File: src/rtl/regfile_write_scheduler.sv
// Arbitrates the single RegisterFile write port between pipeline writeback (A) and a
// buffered long-latency result stream (B), and tracks pending B destinations for hazards.
module regfile_write_scheduler #(
  parameter int DEPTH    = 2,
  parameter int MAX_WAIT = 4
) (
  input  logic        clk,
  input  logic        rst,
  input  logic        AValid,
  input  logic [4:0]  AAddr,
  input  logic [31:0] AData,
  output logic        AStall,
  input  logic        BValid,
  output logic        BReady,
  input  logic [4:0]  BAddr,
  input  logic [31:0] BData,
  input  logic        IssueValid,
  input  logic [4:0]  IssueAddr,
  output logic        IssueHazard,
  input  logic [4:0]  ReadAddr1,
  input  logic [4:0]  ReadAddr2,
  output logic        Hazard1,
  output logic        Hazard2,
  output logic        WriteEn,
  output logic [4:0]  WriteAddr,
  output logic [31:0] WriteData
);

  localparam int PW = (DEPTH > 1) ? $clog2(DEPTH) : 1;
  localparam int CW = PW + 1;
  localparam int WW = $clog2(MAX_WAIT + 1);

  // Handshake: a B result transfers on a rising edge where BValid && BReady are both high;
  // BReady depends only on registered occupancy, never on the same-cycle dequeue.

  logic [4:0]    addr_mem_q [DEPTH];
  logic [31:0]   data_mem_q [DEPTH];
  logic [PW-1:0] rd_ptr_q, rd_ptr_d;
  logic [PW-1:0] wr_ptr_q, wr_ptr_d;
  logic [CW-1:0] count_q, count_d;
  logic [WW-1:0] wait_q, wait_d;
  logic [31:0]   busy_q, busy_d;

  logic          fifo_ne, fifo_full, wait_sat;
  logic          a_eff, grant_a, grant_b;
  logic          b_acc, enq, issue_ok;
  logic [4:0]    head_addr;
  logic [31:0]   head_data;

  assign fifo_ne   = (count_q != '0);
  assign fifo_full = (count_q == CW'(DEPTH));
  assign wait_sat  = (wait_q == WW'(MAX_WAIT));
  assign head_addr = addr_mem_q[rd_ptr_q];
  assign head_data = data_mem_q[rd_ptr_q];

  assign a_eff    = AValid && (AAddr != 5'd0);
  assign grant_b  = !rst && fifo_ne && (wait_sat || !a_eff);
  assign grant_a  = !rst && !grant_b && a_eff;

  assign BReady   = !rst && !fifo_full;
  assign b_acc    = BValid && BReady;
  assign enq      = b_acc && (BAddr != 5'd0);
  assign AStall   = !rst && a_eff && fifo_ne && wait_sat;

  assign issue_ok    = IssueValid && !busy_q[IssueAddr] && (IssueAddr != 5'd0);
  assign IssueHazard = !rst && IssueValid && busy_q[IssueAddr];
  assign Hazard1     = !rst && busy_q[ReadAddr1];
  assign Hazard2     = !rst && busy_q[ReadAddr2];

  always_comb begin
    WriteEn   = 1'b0;
    WriteAddr = '0;
    WriteData = '0;
    if (grant_b) begin
      WriteEn   = 1'b1;
      WriteAddr = head_addr;
      WriteData = head_data;
    end else if (grant_a) begin
      WriteEn   = 1'b1;
      WriteAddr = AAddr;
      WriteData = AData;
    end
  end

  always_comb begin
    rd_ptr_d = grant_b ? rd_ptr_q + PW'(1) : rd_ptr_q;
    wr_ptr_d = enq ? wr_ptr_q + PW'(1) : wr_ptr_q;
    count_d  = count_q;
    if (enq && !grant_b)      count_d = count_q + CW'(1);
    else if (!enq && grant_b) count_d = count_q - CW'(1);
    // A fresh head always starts its deferral window from zero.
    wait_d = wait_q;
    if (!fifo_ne || grant_b) wait_d = '0;
    else if (!wait_sat)      wait_d = wait_q + WW'(1);
    // Busy stays visible through the grant cycle and clears at the writing edge.
    busy_d = busy_q;
    if (grant_b)  busy_d[head_addr] = 1'b0;
    if (issue_ok) busy_d[IssueAddr] = 1'b1;
    busy_d[0] = 1'b0;
  end

  always_ff @(posedge clk) begin
    if (rst) begin
      rd_ptr_q <= '0;
      wr_ptr_q <= '0;
      count_q  <= '0;
      wait_q   <= '0;
      busy_q   <= '0;
    end else begin
      rd_ptr_q <= rd_ptr_d;
      wr_ptr_q <= wr_ptr_d;
      count_q  <= count_d;
      wait_q   <= wait_d;
      busy_q   <= busy_d;
    end
  end

  always_ff @(posedge clk) begin
    if (enq) begin
      addr_mem_q[wr_ptr_q] <= BAddr;
      data_mem_q[wr_ptr_q] <= BData;
    end
  end

endmodule

File: config.mk
export PLATFORM = sky130hd
export DESIGN_NAME = regfile_write_scheduler
export DESIGN_NICKNAME = d
export VERILOG_FILES = /design/src/rtl/regfile_write_scheduler.sv
export SDC_FILE = /design/constraint.sdc
export NUM_CORES = 1
export LEC_CHECK = 0
export BUFFER_PORTS_ARGS = -buffer_cell sky130_fd_sc_hd__buf_4
export CORE_MARGIN = 8
export CORE_UTILIZATION = 45
export CTS_BUF_LIST = sky130_fd_sc_hd__clkbuf_8 sky130_fd_sc_hd__clkbuf_16
export DETAILED_ROUTE_END_ITERATION = 10
export GPL_TIMING_DRIVEN = 0
export PLACE_DENSITY_LB_ADDON = 0.08
export SLEW_MARGIN = 20
export SYNTH_ARGS = -nofsm -noshare
export SYNTH_HDL_FRONTEND = slang
export SYNTH_SLANG_ARGS = --single-unit
export TNS_END_PERCENT = 50
File: constraint.sdc
create_clock -name clk -period 4.4 [get_ports clk]
set_clock_uncertainty 0.05 [all_clocks]
set_input_delay 0.22 -clock clk [delete_from_list [all_inputs] [get_ports clk]]
set_output_delay 0.22 -clock clk [all_outputs]
set_load 0.1 [all_outputs]
Yosys cells after proc, flatten, opt, wreduce, memory -nomap -nowiden. Memory sizes are Yosys's and may differ from the RTL's. A register that Yosys moved wholly into a read port is not among the register bits. Index checks and enable logic that the tools add are counted. W data, S select, Z words.

Add/subtract/negate cells: 5. Magnitude comparators: 6. Equality and inequality tests: 2. Muxes and demuxes: 26. Bitwise gates (word level): 3. Reductions and logical operators: 36.

Operators with widths (count): $mux W32 (4); $and A32 B32 Y32 (1); $not A32 Y32 (1); $or A32 B32 Y32 (1); $lt A5 B6 Y1 const B (4); $logic_and A1 B1 Y1 (21); $bmux W1 S5 (3); $reduce_bool A5 Y1 (3); $mux W1 (13); $demux W1 S5 (2); $ge A5 B1 Y1 const B (2); $mux W5 (2); $logic_not A1 Y1 (7); $mux W2 (2); $reduce_bool A2 Y1 (2); $add A3 B1 Y3 const B (1); $eq A3 B3 Y1 const B (1); $add A1 B1 Y1 const B (2); $add A2 B1 Y2 const B (1); $eq A2 B2 Y1 const B (1); $logic_or A1 B1 Y1 (2); $reduce_or A2 Y1 (1); $sub A2 B1 Y2 const B (1).

Flip-flop bits (word level): 39. Memory bits (writable): 74. Input bits: 94. Output and inout port bits: 43. Memories kept: 2.

Memory list: data_mem_q (depth 2, width 32, rd ports 1, clocked after memory_dff 1, write ports 1, RTL line 37) `logic [31:0] data_mem_q [DEPTH];`; addr_mem_q (depth 2, width 5, rd ports 1, clocked after memory_dff 1, write ports 1, RTL line 36) `logic [4:0] addr_mem_q [DEPTH];`.

Longest topological paths before layout. Gate-level depths: netlist of run 1.

Depth after elaboration: 10. Gate-level depth with buffers: 11.

Worst setup path before layout of run 1. OpenSTA, ideal clock, no wires.

Path type: register to register. Start: reg count_q[0]. End: mem addr_mem_q[0][0] (enable). Setup time: 436 ps. Arrival time: 4180 ps. Required time: 3914 ps. Slack: -266 ps. Stages on the path, launching flop included: 6. Cell sequence: dfxtp_1 -> clkbuf_1 -> inv_1 -> a21oi_1 -> o211a_1 -> nor2b_1.

Longest elaborated chain between the ends: 7.

RTL lines: from (decl) (RTL line 40) `logic [CW-1:0] count_q, count_d;`; from (signal assigned) (RTL line 112) `count_q <= count_d;`; $eq A2 B2 Y1 (RTL line 51) `assign fifo_full = (count_q == CW'(DEPTH));`; $logic_not A1 Y1 (RTL line 60) `assign BReady = !rst && !fifo_full;`; $logic_and A1 B1 Y1 (RTL line 60); named net BReady (RTL line 14) `output logic BReady,`; $logic_and A1 B1 Y1 (RTL line 61) `assign b_acc = BValid && BReady;`; $logic_and A1 B1 Y1 (RTL line 62) `assign enq = b_acc && (BAddr != 5'd0);`; $mux W1 (RTL line 119) `if (enq) begin`; $mux W1 (not written as such) (RTL line 120) `addr_mem_q[wr_ptr_q] <= BAddr;`; to (decl) (RTL line 36).

The timed path passes the listed nets, and every way through them passes these cells.

Worst setup path after layout of run 1.
Start: reg wait_q[0]. End: out WriteAddr[3].

Longest elaborated chain between the ends: 8.

RTL lines: from (decl) (RTL line 41) `logic [WW-1:0] wait_q, wait_d;`; from (signal assigned) (RTL line 113) `wait_q <= wait_d;`; $eq A3 B3 Y1 * (RTL line 52) `assign wait_sat = (wait_q == WW'(MAX_WAIT));`; $logic_or A1 B1 Y1 * (RTL line 57) `assign grant_b = !rst && fifo_ne && (wait_sat || !a_eff);`; $logic_and A1 B1 Y1 * (RTL line 57); $logic_not A1 Y1 (RTL line 58) `assign grant_a = !rst && !grant_b && a_eff;`; $logic_and A1 B1 Y1 (2 in a row) (RTL line 58); $mux W5 (RTL line 78) `end else if (grant_a) begin`; $mux W5 * (RTL line 74) `if (grant_b) begin`; to (decl) (RTL line 25) `output logic [4:0] WriteAddr,`.

Every way passes the cells marked *; elsewhere a longest branch is shown, timed or not.

==> impl_metrics.toml, run 1 <==
[synth]
synth_warnings = 0
syn_inst = 508
synth_seq_cells = 113
synth_cell_types = 59
async_flop_share = 0
synth_ff_type = "edfxtp_1"
synth_nets = 605
yosysSeqAreaShare = 0.520
avgSynthCellArea_um2 = 11.4
synth_edf_count = 74
netlist_area_um2 = 5780

[critical_path]
required_ps = 4130
arrival_ps = 2880
path_class = "reg2out"
end_kind = "primary output"
critPathMaxFanout = 10
rrSetupSlack_ps = 1890
cp-start-kind = "flop"
reg2reg_depth = 10

[die]
initial_utilization = 0.460
rows = 41
ios = 137
dieArea_um2 = 16700
fp.dieW_um = 129
core_area_um2 = 12600
die_h_um = 129

[clock_tree]
numCtsBuffers = 17
cts_tree = "yes"
post_cts_buffers = 0
clkSinkCount = 113
htree_levels = 4
clk-insertion-delay-late_ps = 400
clk_pin_slew_ps = 50
cts-root-buf = "clkbuf_16"
cts_max_path_buffers = 2
cts_resized = 0

[timing]
period_share = 0.716
drv_slew = 0
worstMarginPinSlew_ps = 926
fmax_mhz = 317
rsz0062_at_grt = "no"
setup_viol = 0
period_needed_ps = 3150
finalHoldViolCount = 0
fin_ws_ps = 1250
slew_headroom = 0.381
fin_tns_setup_ps = 0

[drt]
drt-total-wl_um = 17000
first_pass_iters = 5
final_antenna_net_count = 0
post-route-drc-count = 0
via_count = 4892
avgViaCountPerCell = 5.55
drtIter0Drc = 342
avgRoutedWirePerCell_um = 19.2

[worst_hold_path]
hold_class = "in2reg"
worstHoldPathCells = 3

[placed_design]
preCtsSetupSlack_ps = 1580
place_inst = 813
port_buffers = 131
place.gp.congestion = 0.882
place_hpwl_um = 12800

[grt]
grt_max_degree = 24
grt_pass1_vias = 5309
grt-ovfl-total = 0
grt_pass1_wl_um = 27100
track_usage = 0.210
antenna_found_initial = 0

[finish]
fillers = 1031
final_nets = 794
fin_cells = 882
drive_above_1_share = 0.307
n_antenna_cell = 0
multi_input_area_um2 = 2600
areaGrowthSynthToFinish_pct = 37.6
post-route-util = 0.632
regArea_um2 = 3000

[outcome]
status = "completed"

[power_and_ir_drop]
switchingPower_mw = 1.02
clkPwrFrac = 0.388
switching_share = 0.312
p_seq_frac = 0.370
leakage_nw = 2.97
internal_power_mw = 2.25
p_per_area_nw_per_um2 = 411
peakVddDrop_mv = 0.278
p_comb_frac = 0.242

[flow_run]
cap_viol_max_count = 0
-- power by group through the flow --
stage	registers (mW)	logic, mW	clock network, mW
after floorplan	1.22	0.539	0
after global placement	1.23	0.749	0
after detailed placement	1.23	0.764	0
after CTS	1.21	0.792	1.28
after global routing	1.21	0.832	1.34
final	1.21	0.790	1.27
-- through the flow --
step	hold slack, ps	power (mW)	cell area (um2)
finish	133	3.27	7950
global route	134	3.39	7950
global placement	356	1.98	6980
floorplan	269	1.76	5780
detailed placement	358	1.99	7020
CTS	118	3.29	7950
-- worst max-delay path: stages (launching register included) --
cell and delay (ps):
dfxtp_1 350, inv_1 50, ha_1 190, nand2_1 160, nor2_1 80, nor3_2 640, clkbuf_1 450, nand2_1 120
o21ai_0 110, buf_4 320
-- flip-flops by register name, indices dropped and copies added, names as in the netlist, named ones only --
register and flops:
addr_mem_q 10, busy_q 31, count_q 2, data_mem_q 64, rd_ptr_q 1, wait_q 3
wr_ptr_q 1
-- final cells by class --
class,instances,area share
Timing Repair Buffer,170,0.175
Buffer,30,0.0167
Sequential cell,113,0.378
Tap cell,172,0.0271
Clock buffer,17,0.0535
Clock inverter,15,0.0161
Multi-Input combinational cell,351,0.327
Inverter,14,0.00661
-- what timing repair did --
| action | 4_1_cts | 5_1_grt |
|---|---|---|
| hold buffers | 37 | 0 |
| endpoints found under the hold margin | 74 | 0 |
| endpoints found under the setup margin | 0 | 0 |
-- synth_stat cells (all sizes together) (2+ instances only) --
library cell	count	share of area
dfxtp	39	0.14
a41oi	2	0.0030
o21ai	49	0.043
xnor2	2	0.0030
nand2	74	0.048
nor3	11	0.011
nand3	7	0.0069
a32o	9	0.016
inv	14	0.0091
clkbuf	17	0.011
nor2	20	0.013
mux2i	52	0.090
a22o	2	0.0030
a21oi	19	0.016
edfxtp	74	0.38
and2	3	0.0032
nor4	3	0.0043
and3	2	0.0022
mux2	3	0.0058
nor3b	4	0.0052
o311ai	5	0.0076
a21boi	2	0.0065
a32oi	3	0.0045
a311oi	2	0.0030
xor2	3	0.0045
o22ai	3	0.0032
or2	2	0.0022
ha	3	0.0065
nand2b	3	0.0032
o211ai	2	0.0050
o32ai	2	0.0030
buf	13	0.012
a31o	13	0.020
nor2b	11	0.012
mux4	17	0.066
or4	3	0.0045
or3	2	0.0022
-- cells by family after synthesis --
group | after synthesis | synth area share
AO/OA/AOI/OAI | 120 | 0.145
AND/OR/NAND/NOR | 151 | 0.127
XOR/XNOR | 5 | 0.00758
adder cells (fa/ha/maj) | 3 | 0.00650
buffers and inverters | 44 | 0.0321
flip-flops | 113 | 0.520
multiplexers | 72 | 0.162
-- cell usage in the layout (no fill, tap or decap), types with 3 or more instances in the layout --
master / netlist / routed
xor2_1: 3 / 3
clkinvlp_4: 0 / 3
a32oi_1: 3 / 3
o21ai_0: 48 / 48
o22ai_1: 3 / 3
nor3b_1: 4 / 4
nor2_1: 20 / 20
edfxtp_1: 74 / 74
nand3_1: 6 / 6
ha_1: 3 / 3
mux2_2: 3 / 3
clkbuf_1: 17 / 17
nor3_1: 9 / 9
buf_2: 10 / 10
a31o_2: 13 / 13
mux4_2: 17 / 17
clkbuf_16: 0 / 17
dfxtp_1: 39 / 39
buf_4: 2 / 133
clkinv_1: 0 / 5
dlygate4sd3_1: 0 / 37
nand2_1: 74 / 74
a21oi_1: 19 / 19
nand2b_1: 3 / 3
inv_1: 14 / 16
nor2b_1: 11 / 10
o311ai_0: 5 / 5
mux2i_1: 52 / 52
a32o_1: 9 / 9
-- final timing paths --
path | start | to
setup / recovery | wait_q[0] | WriteAddr[3]
hold reg to reg | wait_q[0] | wait_q[0]
hold / removal | AValid | wait_q[1]
setup reg to reg | wait_q[0] | count_q[1]
-- layer usage --
layer	up-vias	GRT usage	wire, um
li1	2321	-	-
met1	2338	0.238	6900
met4	0	0.0981	522
met3	38	0.0719	1230
met5	-	0	0
met2	195	0.350	8320
No activity file was read; power rests on OpenSTA's default activity.
==> inputs of run 2 (changes only) <==
clock period = 3.05 ns   (was 4.4 ns; I/O delays follow)
==> impl_metrics.toml, run 2 (synthesis results as in run 1) <==
[grt]
gr-max-usage-layer = "met2"
grt_pass1_vias = 5299
grt_max_degree = 38
grt_pass1_wl_um = 27200
grt_util_met2 = 0.359
gr-usage-met3 = 0.0633
met1_usage = 0.236
antenna_found_initial = 0
grt-ovfl-total = 0
track_usage = 0.211

[drt]
drtIter0Drc = 367
drt-total-wl_um = 17200
via_count = 4941
post-route-drc-count = 0
avgViaCountPerCell = 5.61
first_pass_iters = 5
avgRoutedWirePerCell_um = 19.5
final_antenna_net_count = 0

[critical_path]
end_kind = "primary output"
path_class = "reg2out"
timing.rr.end = "count_q[1]"
critPathMaxFanout = 10
rrSetupSlack_ps = 530
arrival_ps = 2630
crit_end = "WriteAddr[1]"
crit_start = "wait_q[0]"
r2r_start = "wait_q[0]"
cp-start-kind = "flop"
required_ps = 2850
reg2reg_depth = 10

[timing]
period_needed_ps = 2830
slew_headroom = 0.342
period_share = 0.929
rsz0062_at_grt = "no"
worstMarginPinSlew_ps = 985
fmax_mhz = 353
fin_hold_ws_ps = 59.0
finalHoldViolCount = 0
setup_viol = 0
drv_slew = 0

[finish]
fillers = 1000
fin_cells = 880
areaGrowthSynthToFinish_pct = 38.5
stdcell_area_um2 = 8000
n_antenna_cell = 0
drive_above_1_share = 0.318
regMostFlops = "data_mem_q"
final_common_cell = "buf_4"
largestRegisters = "data_mem_q (64), busy_q (31), addr_mem_q (10)"
layout_common_cells = "133 x buf_4, 74 x nand2_1, 74 x edfxtp_1"
post-route-util = 0.637
final_nets = 793
largest_register_ffs = 64

[placed_design]
place_inst = 811
placedInstanceArea_um2 = 7000
port_buffers = 131
place_hpwl_um = 12400
place.gp.congestion = 0.881

[die]
ios = 137
initial_utilization = 0.460
rows = 41
core_area_um2 = 12600
die_h_um = 129
dieArea_um2 = 16700
fp.dieW_um = 129

[clock_tree]
htree_levels = 4
clk_pin_slew_ps = 50
cts_max_path_buffers = 2
cts_tree = "yes"
numCtsBuffers = 17
cts-root-buf = "clkbuf_16"
clkSinkCount = 113
clk-insertion-delay-late_ps = 410
post_cts_buffers = 0

[power_and_ir_drop]
leakage_nw = 3.01
peakVddDrop_mv = 0.430
p_per_area_nw_per_um2 = 611

[outcome]
status = "completed"

[worst_hold_path]
worstHoldStart = "AValid"
hold_class = "in2reg"

[flow_run]
cap_viol_max_count = 0
==> run 2: worst min-delay path by stage <==
stage                             end  slack, ps  cells after the start
floorplan            addr_mem_q[0][0]        200                      0
global placement    data_mem_q[1][22]        290                      1
detailed placement  data_mem_q[0][27]        290                      1
CTS                         wait_q[0]         50                      3
global route                wait_q[0]         80                      3
finish                      wait_q[0]         60                      3
==> run 2: timing repair <==
item | 4_1_cts | 5_1_grt
hold buffers | 37 | 0
hold endpoints to repair | 74 | 0
setup endpoints to repair | 30 | 24
gates resized for setup | 2 | 7
gates cloned | 0 | 0
pin swaps | 0 | 0
==> run 2: worst max-delay path, stage by stage, from the launching register on <==
cell and delay [ps]:
dfxtp_1 350, inv_1 50, ha_1 190, nand2_1 180
nor2_1 100, nor3_4 460, buf_2 350, nand2_1 70
o21ai_0 120, buf_4 350
==> run 2: power by group <==
| group | internal, mW | leakage [nW] | total [mW] | switching [mW] |
|---|---|---|---|---|
| logic | 0.360 | 1.72 | 1.14 | 0.782 |
| registers | 1.71 | 0.993 | 1.75 | 0.0342 |
| clock network | 1.34 | 0.292 | 2.00 | 0.660 |
| total | 3.41 | 3.01 | 4.89 | 1.48 |
==> run 2: layout make-up <==
cell class | instances | area [um2] | area share
repair buffers | 169 | 1380 | 0.173
multi-input cells | 351 | 2620 | 0.327
well taps | 172 | 215 | 0.0269
clock inverters | 14 | 171 | 0.0214
flip-flops and latches | 113 | 3000 | 0.375
plain buffers | 30 | 138 | 0.0172
clock buffers | 17 | 425 | 0.0532
inverters | 14 | 52.6 | 0.00657
==> run 2: per-stage QoR <==
step	power, mW	setup TNS [ps]	worst slack (ps)
4_1_cts	4.90	0	66.8
3_3_place_gp	2.86	0	334
6_report	4.89	0	216
3_5_place_dp	2.87	0	210
5_1_grt	5.06	0	8.48
2_1_floorplan	2.55	-21300	-645
==> run 2: metal layers <==
| layer | part of all wire | vias up |
|---|---|---|
| met5 | 0 | - |
| met4 | 0.028 | 0 |
| met3 | 0.066 | 37 |
| met2 | 0.51 | 193 |
| met1 | 0.40 | 2391 |
| li1 | - | 2320 |
